File: src/rtl/tube_mmio.sv
// tube_mmio: bus-mapped register window driving a four-digit seven-segment tube scan.
// Define TUBE_MMIO_BLANK_EN to enable leading-zero blanking controlled by CTRL[1].
module tube_mmio #(
  parameter logic [31:0] BASE_ADDR = 32'hFFFF_FF00,
  parameter int unsigned SCAN_DIV  = 1000
) (
  input  logic        clk,
  input  logic        rst,
  input  logic [31:0] addr,
  input  logic [15:0] write,
  input  logic        we,
  input  logic        re,
  output logic [15:0] read,
  output logic        ready,
  output logic [3:0]  tubeDig,
  output logic [7:0]  tubeSeg
);

  localparam int unsigned        CNT_W   = $clog2(SCAN_DIV);
  localparam logic [CNT_W-1:0]   CNT_MAX = CNT_W'(SCAN_DIV - 1);

  typedef enum logic [1:0] {
    IDLE   = 2'd0,
    ACCESS = 2'd1,
    DONE   = 2'd2
  } state_t;

  state_t             state;
  logic [1:0]         off_q;
  logic               we_q;
  logic [15:0]        wdata_q;

  logic [15:0]        data;
  logic [3:0]         dots;
  logic               en;
  logic [CNT_W-1:0]   cnt;
  logic [1:0]         idx;

  logic [31:0]        offset;
  logic               hit;
  logic [15:0]        data_n;
  logic [3:0]         dots_n;
  logic               en_n;
  logic               blk_rd;
  logic [15:0]        rd_n;
  logic [3:0]         nib;
  logic               blank;
  logic [3:0]         dig_n;
  logic [7:0]         seg_n;

`ifdef TUBE_MMIO_BLANK_EN
  logic               blk;
  logic               blk_n;
`endif

  // gfedcba, active-high
  function automatic logic [6:0] hexseg(input logic [3:0] n);
    case (n)
      4'h0: hexseg = 7'h3F;
      4'h1: hexseg = 7'h06;
      4'h2: hexseg = 7'h5B;
      4'h3: hexseg = 7'h4F;
      4'h4: hexseg = 7'h66;
      4'h5: hexseg = 7'h6D;
      4'h6: hexseg = 7'h7D;
      4'h7: hexseg = 7'h07;
      4'h8: hexseg = 7'h7F;
      4'h9: hexseg = 7'h6F;
      4'hA: hexseg = 7'h77;
      4'hB: hexseg = 7'h7C;
      4'hC: hexseg = 7'h39;
      4'hD: hexseg = 7'h5E;
      4'hE: hexseg = 7'h79;
      default: hexseg = 7'h71;
    endcase
  endfunction

  // Window decode; wrap-around subtraction keeps the compare a single magnitude check
  always_comb begin
    offset = addr - BASE_ADDR;
    hit    = (re | we) && (offset < 32'd4);
  end

  // Register values after the latched write (if any), and the read mux over them
  always_comb begin
    data_n = data;
    dots_n = dots;
    en_n   = en;
`ifdef TUBE_MMIO_BLANK_EN
    blk_n  = blk;
`endif
    if (state == ACCESS && we_q) begin
      case (off_q)
        2'd0: data_n = wdata_q;
        2'd1: dots_n = wdata_q[3:0];
        2'd2: begin
          en_n = wdata_q[0];
`ifdef TUBE_MMIO_BLANK_EN
          blk_n = wdata_q[1];
`endif
        end
        default: ;
      endcase
    end
`ifdef TUBE_MMIO_BLANK_EN
    blk_rd = blk_n;
`else
    blk_rd = 1'b0;
`endif
    case (off_q)
      2'd0:    rd_n = data_n;
      2'd1:    rd_n = {12'h000, dots_n};
      2'd2:    rd_n = {14'h0000, blk_rd, en_n};
      default: rd_n = {14'h0000, idx};
    endcase
  end

  // Next scan-output values for the digit currently indexed
  always_comb begin
    nib = 4'(data >> {idx, 2'b00});
`ifdef TUBE_MMIO_BLANK_EN
    blank = blk && (idx != 2'd0) && ((data >> {idx, 2'b00}) == 16'h0000);
`else
    blank = 1'b0;
`endif
    if (!en) begin
      dig_n = 4'hF;
      seg_n = 8'hFF;
    end else begin
      dig_n = ~(4'b0001 << idx);
      seg_n = blank ? {~dots[idx], 7'h7F} : ~{dots[idx], hexseg(nib)};
    end
  end

  always_ff @(posedge clk or negedge rst) begin
    if (!rst) begin
      state   <= IDLE;
      off_q   <= 2'd0;
      we_q    <= 1'b0;
      wdata_q <= 16'h0000;
      ready   <= 1'b0;
      read    <= 16'h0000;
      data    <= 16'h0000;
      dots    <= 4'h0;
      en      <= 1'b1;
`ifdef TUBE_MMIO_BLANK_EN
      blk     <= 1'b0;
`endif
      cnt     <= '0;
      idx     <= 2'd0;
      tubeDig <= 4'b1110;
      tubeSeg <= 8'hC0;
    end else begin
      data <= data_n;
      dots <= dots_n;
      en   <= en_n;
`ifdef TUBE_MMIO_BLANK_EN
      blk  <= blk_n;
`endif

      // Free-running prescaler, independent of bus and enable
      if (cnt == CNT_MAX) begin
        cnt <= '0;
        idx <= idx + 2'd1;
      end else begin
        cnt <= cnt + CNT_W'(1);
      end

      tubeDig <= dig_n;
      tubeSeg <= seg_n;

      case (state)
        IDLE: begin
          if (hit) begin
            off_q   <= offset[1:0];
            we_q    <= we;
            wdata_q <= write;
            state   <= ACCESS;
          end
        end
        ACCESS: begin
          read  <= rd_n;
          ready <= 1'b1;
          state <= DONE;
        end
        DONE: begin
          if (!re && !we) begin
            ready <= 1'b0;
            read  <= 16'h0000;
            state <= IDLE;
          end
        end
        default: state <= IDLE;
      endcase
    end
  end

endmodule

File: config.mk
export PLATFORM = sky130hd
export DESIGN_NAME = tube_mmio
export DESIGN_NICKNAME = d
export VERILOG_FILES = /design/src/rtl/tube_mmio.sv
export SDC_FILE = /design/constraint.sdc
export NUM_CORES = 1
export LEC_CHECK = 0
export ABC_AREA = 1
export BUFFER_PORTS_ARGS = -buffer_cell sky130_fd_sc_hd__clkbuf_2
export CAP_MARGIN = 20
export CORE_UTILIZATION = 45
export DETAILED_ROUTE_END_ITERATION = 8
export PLACE_DENSITY = 0.66
export SLEW_MARGIN = 10
export SYNTH_ARGS = -nofsm -noshare
export SYNTH_HDL_FRONTEND = slang
export SYNTH_SLANG_ARGS = --single-unit
File: constraint.sdc
create_clock -name clk -period 5.25 [get_ports clk]
set_input_delay 1.575 -clock clk [delete_from_list [all_inputs] [get_ports clk]]
set_output_delay 1.575 -clock clk [all_outputs]
set_load 0.005 [all_outputs]
==> results of run 1 <==
## per-layer routing
metal / part of all wire (%) / wire length (um)
met4: 1.4 / 146
met2: 48 / 5120
met3: 3.3 / 353
met1: 47 / 5040
met5: 0 / 0
## worst max-delay path: cells and delay by family
family | cells | cell delay, ps
buffers and inverters | 1 | 140
AND/OR/NAND/NOR | 8 | 1540
XOR/XNOR | 1 | 220
## final cells by class
class,instances,area share (%)
Multi-Input combinational cell,414,40.3
Sequential cell,83,38.1
Timing Repair Buffer,82,7.99
Inverter,99,6.78
Tap cell,136,3.11
Clock buffer,9,2.26
Clock inverter,7,1.46
## state kept, by name, indices dropped and copies added (netlist names), 4 cells and up
name	cells
cnt	10
tubeSeg	8
tubeDig	4
dots	4
read	16
wdata_q	16
data	16
## cell families after synthesis
kind of cell | synth area share (%)
adder cells (fa/ha/maj) | 2.64
flip-flops | 43.9
XOR/XNOR | 1.11
AND/OR/NAND/NOR | 33.1
buffers and inverters | 9.56
AO/OA/AOI/OAI | 9.70
## power by group through the flow
stage / Combinational (mW) / Sequential (mW) / Clock, mW
after detailed placement: 0.127 / 0.681 / 0
after CTS: 0.128 / 0.669 / 0.483
after global placement: 0.125 / 0.680 / 0
after floorplan: 0.0554 / 0.682 / 0
final: 0.128 / 0.668 / 0.476
after global routing: 0.145 / 0.671 / 0.510
## Yosys cell counts, types with 9 or more instances
cell / number
sky130_fd_sc_hd__o21ai_0: 37
sky130_fd_sc_hd__a21oi_1: 13
sky130_fd_sc_hd__nand4_1: 25
sky130_fd_sc_hd__inv_1: 93
sky130_fd_sc_hd__nand2_2: 12
sky130_fd_sc_hd__o22ai_1: 12
sky130_fd_sc_hd__ha_1: 10
sky130_fd_sc_hd__or2_2: 12
sky130_fd_sc_hd__dfrtp_1: 77
sky130_fd_sc_hd__nor3_1: 9
sky130_fd_sc_hd__nor2_2: 9
sky130_fd_sc_hd__nand3_1: 29
sky130_fd_sc_hd__nor2_1: 43
sky130_fd_sc_hd__nand2_1: 156
## final timing paths
kind / end / startpoint / slack, ps / cells after the start
setup / recovery: off_q[1] / addr[8] / 2020 / 10
hold / removal: cnt[0] / cnt[0] / 460 / 1
setup reg to reg: tubeSeg[3] / idx[0] / 2880 / 8
hold reg to reg: cnt[0] / cnt[0] / 460 / 1
max in group asynchronous: data[13] / rst / 3510 / 2
min in group asynchronous: cnt[5] / rst / 1170 / 1
## per-stage QoR
step / hold slack (ps) / instance area [um2] / utilization, %
3_3_place_gp: 444 / 5240 / 51.0
4_1_cts: 464 / 5440 / 53.0
5_1_grt: 479 / 5480 / 53.3
3_5_place_dp: 452 / 5240 / 51.0
6_report: 461 / 5480 / 53.3
2_1_floorplan: 433 / 4750 / -
==> flow_summary.rst, run 1 <==
.. list-table::
   :header-rows: 1

   * - Metric
     - Value
   * - Run status
     - completed
   * - Routability cong.
     - 0.872
   * - Detailed placer's ending HPWL
     - 8160 um
   * - Vias in the first global route
     - 4122
   * - Worst-path maximum fanout
     - 20
   * - HP Class
     - register to register
   * - Leakage power
     - 2.95 nW
   * - Cell type of the slowest stage on the worst timing path
     - sky130_fd_sc_hd__nand3_1
   * - Grt met3 use
     - 3.43%
   * - Net switching power figure
     - 334 uW
   * - Antenna diodes
     - 0
   * - Vias
     - 4173
   * - First drt pass iteration count
     - 5
   * - Remaining DRCs
     - 0
   * - CTS tree
     - yes
   * - Shortest period the worst path allows
     - 3230 ps
   * - Row count
     - 37
   * - Core region area
     - 10300 um2
   * - Max-slew headroom at the worst pin
     - 51.8%
   * - Proportion of layout cells with a drive suffix above 1
     - 23.3%
   * - Antenna violations before repair
     - 0
   * - Comb power frac
     - 10.0%
   * - Number of synthesis warnings
     - 0
   * - Placed instance count
     - 812
   * - Count of pins on the block boundary
     - 81
   * - Layout Skew
     - 16.5 ps
   * - Final Max Slew Viols
     - 0
   * - Worst path most repeated cell
     - sky130_fd_sc_hd__nand2_1
   * - Number of nets at the end of the flow
     - 751
   * - Via/cell ratio
     - 5.03
   * - Worst setup timing slack at the placement stage
     - 1650 ps
   * - Unrepaired setup endpoints after global routing
     - no
   * - Type of destination of the critical path
     - register
   * - Port-buffer cells
     - 80
   * - Post-Synthesis Cells
     - 609
   * - Library cell occupying the most area in the post-synthesis netlist
     - sky130_fd_sc_hd__dfrtp_1
   * - Clock transition time at the flip-flop clock pins of the worst setup and hold paths
     - 80 ps
   * - Commonest non-fill, non-tap cells in the layout
     - sky130_fd_sc_hd__nand2_1, sky130_fd_sc_hd__inv_1, sky130_fd_sc_hd__clkbuf_2
   * - Most area-consuming cells after synthesis
     - sky130_fd_sc_hd__dfrtp_1, sky130_fd_sc_hd__nand2_1, sky130_fd_sc_hd__inv_1
   * - Syn_area_per_cell
     - 7.80 um2
   * - DRT antenna net count
     - 0
   * - Ordered cell list for the critical path
     - clkbuf_2 > nand2_1 > nor2_4 > nand4_1 > xor2_1 > nand3_1 > nor2_1 > nand3_1 > nand2_1 > nand2_1
   * - Least-Margin Pin Slew
     - 723 ps
   * - Insertion delay to the later sink of the worst-skew pair
     - 360 ps
   * - First-pass GRT wire length
     - 18500 um
   * - Max Cap Violations
     - 0
   * - Clock Path Buffers
     - 2
   * - Synth cell types
     - 42
   * - Met2 GRT Util
     - 35.8%
   * - Crit path setup slack, layout
     - 2020 ps
   * - Arrival time of the worst setup path
     - 3470 ps
   * - TritonCTS sink count
     - 83
   * - Largest net degree at the start of global routing
     - 84
   * - Clock H-tree levels
     - 3
   * - Category of the critical setup timing path
     - input pin to register
   * - WL/cell
     - 12.8 um
   * - Commonest non-fill, non-tap cell in the layout
     - sky130_fd_sc_hd__nand2_1
   * - Synth Net Count
     - 671
   * - Area of combinational cells with multiple inputs
     - 2210 um2
   * - DIE HEIGHT
     - 105 um
   * - Busiest layer in global routing
     - met2
   * - Global routing usage summed across all routing layers
     - 21.0%
   * - Setup Buffers After CTS
     - 0
   * - Switching Fraction
     - 26.3%
   * - Root buf cell
     - sky130_fd_sc_hd__clkbuf_8
   * - Sequential Power Share
     - 52.5%
   * - Resize count post-CTS
     - 0
   * - Clock buffer count from CTS
     - 9
   * - Setup Total Neg Slack
     - 0 ps
   * - Total power
     - 1.27 mW
   * - Period utilization
     - 61.5%
   * - Clock network power share
     - 37.4%
   * - Cell Area, Synth
     - 4750 um2
   * - Async S/R FF share, synth
     - 100%
   * - Area taken by flip-flops and latches
     - 2080 um2
   * - Synth-to-layout area growth
     - 15.4%
   * - Number of synthesized flops with an enable pin
     - 0
   * - Total Routed Length
     - 10700 um
   * - Filler Cell Count
     - 1042
   * - Seq/Total Area, Yosys
     - 43.9%
   * - Total count of hold-check failures in the final report
     - 0
   * - Endpoints failing setup
     - 0
   * - Number of violations reported at the end of detailed-routing iteration 0
     - 173
   * - Power density over the cells
     - 232 nW/um2
   * - Internal power
     - 938 uW
   * - Remaining global-route overflow
     - 0
   * - FF+latch count, synth
     - 83
   * - Primary FF master, synth
     - sky130_fd_sc_hd__dfrtp_1
   * - Startpoint type of the worst setup path
     - input pin
   * - Max IR drop VDD
     - 113 uV
   * - DIE AREA
     - 11000 um2
   * - Required time at the worst-slack endpoint
     - 5490 ps
   * - Fmax achieved
     - 0.310 GHz
   * - Max incr delay on CP
     - 530 ps
   * - Met1 Use GR
     - 27.2%
   * - Non-Filler Instances
     - 830
   * - Proportion of netlist area held by the largest area contributor
     - 40.6%
   * - Initial core utilization
     - 46.2%
   * - Die X
     - 105 um
   * - Hold-fix buffers at CTS
     - 0
No activity file was read; power rests on OpenSTA's default activity.
==> run 2: changes to the inputs <==
clock period = 3 ns   (was 5.25 ns; I/O delays follow)
==> run 2 against run 1 <==
Net effect:
- cell area barely moved
- global-route usage up 0.31 points
- clock skew is 7.5 ps lower
- critical endpoint is now tubeSeg[3]
==> flow_summary.rst, run 2 (same netlist as run 1, synthesis figures left out) <==
.. list-table::
   :header-rows: 1

   * - Metric
     - Value
   * - Met2 GRT Util
     - 36.8%
   * - Max Cap Violations
     - 0
   * - Total Routed Length
     - 10800 um
   * - DIE HEIGHT
     - 105 um
   * - Setup Total Neg Slack
     - 0 ps
   * - Unrepaired setup endpoints after global routing
     - no
   * - Run status
     - completed
   * - Endpoints failing setup
     - 0
   * - Cell family contributing the most delay on the critical path
     - compound AO/OA/AOI/OAI gates
   * - Clock H-tree levels
     - 3
   * - Initial core utilization
     - 46.2%
   * - Registers with the most flip-flops
     - data x16, read x16, wdata_q x16
   * - Count of buffer and inverter cells on the critical path
     - 2
   * - Hold-fix buffers at CTS
     - 0
   * - Worst-path maximum fanout
     - 9
   * - Cell type of the slowest stage on the worst timing path
     - sky130_fd_sc_hd__dfrtp_1
   * - Arrival time of the worst setup path
     - 2510 ps
   * - TritonCTS sink count
     - 83
   * - Via/cell ratio
     - 4.98
   * - Busiest layer in global routing
     - met2
   * - Startpoint type of the worst setup path
     - register
   * - Remaining global-route overflow
     - 0
   * - Proportion of layout cells with a drive suffix above 1
     - 23.7%
   * - Remaining DRCs
     - 0
   * - Period utilization
     - 75.9%
   * - First-pass GRT wire length
     - 18800 um
   * - Category of the critical setup timing path
     - register to register
   * - Antenna diodes
     - 0
   * - First drt pass iteration count
     - 5
   * - WL/cell
     - 13.0 um
   * - Number of nets at the end of the flow
     - 754
   * - Final Max Slew Viols
     - 0
   * - Commonest non-fill, non-tap cell in the layout
     - sky130_fd_sc_hd__nand2_1
   * - Vias in the first global route
     - 4041
   * - Minimum hold slack
     - 476 ps
   * - Total power
     - 2.15 mW
   * - Shortest period the worst path allows
     - 2280 ps
   * - Required time at the worst-slack endpoint
     - 3230 ps
   * - Non-Filler Instances
     - 833
   * - Placed instance count
     - 817
   * - Detailed placer's ending HPWL
     - 8490 um
   * - Count of pins on the block boundary
     - 81
   * - Max-slew headroom at the worst pin
     - 67.8%
   * - Antenna violations before repair
     - 0
   * - Vias
     - 4151
   * - Core region area
     - 10300 um2
   * - Synth-to-layout area growth
     - 15.3%
   * - Number of violations reported at the end of detailed-routing iteration 0
     - 137
   * - Die X
     - 105 um
   * - Insertion delay to the later sink of the worst-skew pair
     - 350 ps
   * - Power density over the cells
     - 393 nW/um2
   * - Clock transition time at the flip-flop clock pins of the worst setup and hold paths
     - 80 ps
   * - DIE AREA
     - 11000 um2
   * - Commonest non-fill, non-tap cells in the layout
     - sky130_fd_sc_hd__nand2_1, sky130_fd_sc_hd__inv_1, sky130_fd_sc_hd__clkbuf_2
   * - Grt met3 use
     - 2.99%
   * - Setup Buffers After CTS
     - 0
   * - HP Class
     - register to register
   * - Max incr delay on CP
     - 530 ps
   * - Ordered cell list for the critical path
     - clkinv_1 > a21oi_1 > a32o_1 > inv_1 > ha_1 > or2_2 > o211ai_1 > nand3_1
   * - Layout Skew
     - 9.05 ps
   * - Routability cong.
     - 0.887
   * - Clock Path Buffers
     - 2
   * - Area taken by flip-flops and latches
     - 2080 um2
   * - Row count
     - 37
   * - Met1 Use GR
     - 28.1%
   * - Largest net degree at the start of global routing
     - 49
   * - Global routing usage summed across all routing layers
     - 21.3%
   * - CTS tree
     - yes
   * - Leakage power
     - 2.94 nW
   * - DRT antenna net count
     - 0
   * - Root buf cell
     - sky130_fd_sc_hd__clkbuf_8
   * - Max IR drop VDD
     - 229 uV
   * - Resize count post-CTS
     - 0
   * - Least-Margin Pin Slew
     - 484 ps
   * - Total count of hold-check failures in the final report
     - 0
   * - Area of combinational cells with multiple inputs
     - 2210 um2
   * - Type of destination of the critical path
     - register
   * - Port-buffer cells
     - 80
   * - Fmax achieved
     - 0.439 GHz
   * - Clock buffer count from CTS
     - 9
   * - Filler Cell Count
     - 1019
[run 2: changes by cell type in the layout (fill, tap and decap cells not counted), sizes merged]
| cell | previous run | this run |
|---|---|---|
| buf | 3 | 6 |
| clkinvlp | 1 | 3 |
| inv | 102 | 100 |
| bufinv | 1 | 0 |
| clkbuf | 88 | 89 |
[run 2: path summary, 6_finish.rpt]
path	start	endpoint	slack, ps	cells after the start
min in group asynchronous	rst	cnt[0]	500	1
max	idx[1]	tubeSeg[3]	720	8
min	wdata_q[9]	wdata_q[9]	480	2
max reg2reg	idx[1]	tubeSeg[3]	720	8
max in group asynchronous	rst	tubeDig[1]	1840	2
min reg2reg	wdata_q[9]	wdata_q[9]	480	2
[run 2: worst reg2reg max path: stages (launching register included)]
cell	delay [ps]
sky130_fd_sc_hd__dfrtp_1	530
sky130_fd_sc_hd__clkinv_1	310
sky130_fd_sc_hd__a21oi_1	200
sky130_fd_sc_hd__a32o_1	260
sky130_fd_sc_hd__inv_1	120
sky130_fd_sc_hd__ha_1	220
sky130_fd_sc_hd__or2_2	330
sky130_fd_sc_hd__o211ai_1	100
sky130_fd_sc_hd__nand3_1	90
[run 2: through the flow]
stage                     area (um2)  setup slack, ps  util (%)
after floorplan                 4750              828         -
after CTS                       5480              758      53.3
after global placement          5290              504      51.5
after global routing            5480              545      53.3
final                           5480              722      53.3
after detailed placement        5290              464      51.5
[run 2: final cells by class]
class | instances | area share [%]
tap | 136 | 3.11
sequential | 83 | 38.1
inverter | 99 | 6.79
clock inverter | 6 | 0.891
multi-input combinational | 414 | 40.4
clock buffer | 10 | 2.51
timing repair buffer | 85 | 8.27
[run 2: routing by layer]
layer  up-vias  share of wire [%]
met5         -                  0
li1       2116                  -
met2        89                 50
met3         8                3.9
met1      1938                 45
met4         0               0.82
[run 2: power breakdown]
| part | internal (mW) | switching, mW | leakage (nW) |
|---|---|---|---|
| clock | 0.330 | 0.426 | 0.0855 |
| sequential | 1.15 | 0.0179 | 1.06 |
| combinational | 0.0909 | 0.135 | 1.80 |
| total | 1.57 | 0.579 | 2.94 |
==> run 3: changes to the inputs <==
PLACE_DENSITY = 0.69   (was 0.66)
clock period = 2 ns   (was 3 ns; I/O delays follow)
==> run 3 against run 2 <==
Net effect:
- non-clock buffer count rose by 46
- highest routed layer unchanged
- critical path depth rose by 3
- register-to-register slack got worse by 540 ps
- cell count rose by 5.6%
- via count rose by 5.7%
- critical path type is now input pin to register
- largest cell class unchanged
- first-iteration DRC count rose by 53%
- sequential power rose by 50%
- clock skew rose by 3.8 ps
- critical endpoint is now wdata_q[3]
==> flow_summary.rst, run 3 (same netlist as run 1, synthesis figures left out) <==
.. list-table::
   :header-rows: 1

   * - Metric
     - Value
   * - Run status
     - completed
   * - WL/cell
     - 12.7 um
   * - DIE HEIGHT
     - 105 um
   * - Placed instance count
     - 863
   * - Endpoints failing setup
     - 0
   * - Count of pins on the block boundary
     - 81
   * - Via/cell ratio
     - 4.99
   * - HP Class
     - input pin to async pin
   * - Antenna violations before repair
     - 0
   * - Total power
     - 3.51 mW
   * - Arrival time of the worst setup path
     - 2130 ps
   * - Detailed placer's ending HPWL
     - 8610 um
   * - Number of violations reported at the end of detailed-routing iteration 0
     - 209
   * - Shortest period the worst path allows
     - 1890 ps
   * - Worst R2R Start
     - idx[1]
   * - Core region area
     - 10300 um2
   * - CTS tree
     - yes
   * - Layout Skew
     - 12.8 ps
   * - Antenna diodes
     - 0
   * - Clock transition time at the flip-flop clock pins of the worst setup and hold paths
     - 90 ps
   * - Insertion delay to the later sink of the worst-skew pair
     - 360 ps
   * - Clock buffer count from CTS
     - 9
   * - Port-buffer cells
     - 80
   * - Remaining DRCs
     - 0
   * - Leakage power
     - 3.21 nW
   * - Global routing usage summed across all routing layers
     - 21.7%
   * - DRT antenna net count
     - 0
   * - Remaining global-route overflow
     - 0
   * - Final Max Slew Viols
     - 0
   * - Number of nets at the end of the flow
     - 801
   * - TritonCTS sink count
     - 83
   * - Routability cong.
     - 0.876
   * - Max IR drop VDD
     - 306 uV
   * - Required time at the worst-slack endpoint
     - 2250 ps
   * - Type of destination of the critical path
     - register
   * - Root buf cell
     - sky130_fd_sc_hd__clkbuf_8
   * - Critical register-to-register path endpoint
     - tubeSeg[3]
   * - Worst-path maximum fanout
     - 20
   * - Clock H-tree levels
     - 3
   * - Max Cap Violations
     - 0
   * - Area taken by flip-flops and latches
     - 2090 um2
   * - Resize count post-CTS
     - 0
   * - Number of cells on the worst reg-to-reg path
     - 8
   * - Category of the critical setup timing path
     - input pin to register
   * - First-pass GRT wire length
     - 19400 um
   * - Period utilization
     - 94.3%
   * - Fmax achieved
     - 0.530 GHz
   * - Vias in the first global route
     - 4296
   * - Clock Path Buffers
     - 2
   * - Proportion of layout cells with a drive suffix above 1
     - 29.3%
   * - Row count
     - 37
   * - Hold-fix buffers at CTS
     - 0
   * - Die X
     - 105 um
   * - Commonest non-fill, non-tap cells in the layout
     - sky130_fd_sc_hd__nand2_1, sky130_fd_sc_hd__inv_1, sky130_fd_sc_hd__clkbuf_2
   * - Largest net degree at the start of global routing
     - 41
   * - Total count of hold-check failures in the final report
     - 0
   * - Non-Filler Instances
     - 880
   * - Least-Margin Pin Slew
     - 408 ps
   * - Total Routed Length
     - 11200 um
   * - DIE AREA
     - 11000 um2
   * - Initial core utilization
     - 46.2%
   * - Flop2flop setup slack
     - 180 ps
   * - Max-slew headroom at the worst pin
     - 72.8%
   * - Startpoint type of the worst setup path
     - input pin
   * - Setup Buffers After CTS
     - 0
   * - Commonest non-fill, non-tap cell in the layout
     - sky130_fd_sc_hd__nand2_1
   * - Filler Cell Count
     - 959
   * - Vias
     - 4389
   * - First drt pass iteration count
     - 4
   * - Area of combinational cells with multiple inputs
     - 2260 um2
   * - Power density over the cells
     - 591 nW/um2
   * - Registers with the most flip-flops
     - data x16, read x16, wdata_q x16
   * - Synth-to-layout area growth
     - 25.3%
run 3: changes by cell type in the layout (fill, tap and decap cells not counted), sizes merged:
cell | previous run | this run
nor2 | 62 | 63
bufinv | 0 | 2
buf | 6 | 52
clkbuf | 89 | 88
inv | 100 | 101
clkinvlp | 3 | 1
run 3: worst max path at each step:
stage	from	endpoint	slack (ps)	cells after the start
detailed placement	addr[12]	off_q[0]	-290	12
CTS	idx[0]	tubeSeg[4]	40	8
finish	addr[15]	wdata_q[3]	110	11
floorplan	idx[0]	tubeSeg[3]	30	9
global placement	addr[12]	wdata_q[5]	-250	12
global route	addr[15]	wdata_q[5]	-20	11
run 3: where the power goes:
group	internal, mW	switching, mW
clock	0.723	0.649
combinational	0.177	0.210
sequential	1.73	0.0278
total	2.63	0.887
run 3: stage by stage:
stage	setup WS, ps	TNS [ps]	cell area [um2]	utilization [%]	hold WS [ps]
after floorplan	26.9	0	4750	-	304
after CTS	43.2	0	5900	57.4	161
after global placement	-247	-4260	5670	55.2	443
final	114	0	5950	57.9	160
after global routing	-18.5	-47.1	5950	57.9	183
after detailed placement	-285	-4860	5670	55.2	453
run 3: final cells by class:
type                       instances  area share [%]
inverter                          99            6.25
tap                              136            2.86
clock inverter                     7            1.77
clock buffer                       9            2.08
multi-input combinational        415            37.9
sequential                        83            35.1
timing repair buffer             131            14.0
run 3: critical path, stage by stage:
cell,delay [ps]
sky130_fd_sc_hd__clkbuf_2,110
sky130_fd_sc_hd__or2_2,290
sky130_fd_sc_hd__o21ai_0,290
sky130_fd_sc_hd__nand3_1,150
sky130_fd_sc_hd__nor2_1,120
sky130_fd_sc_hd__nand2_1,60
sky130_fd_sc_hd__nor2_1,80
sky130_fd_sc_hd__nand3_1,130
sky130_fd_sc_hd__buf_12,180
sky130_fd_sc_hd__nand2_1,60
sky130_fd_sc_hd__nand2_1,50
run 3: metal layers:
layer	track usage, %	up-vias	wire length, um
met2	37.9	95	5490
met5	0	-	0
met3	3.49	13	404
li1	-	2217	-
met1	28.0	2064	5160
met4	5.53	0	142
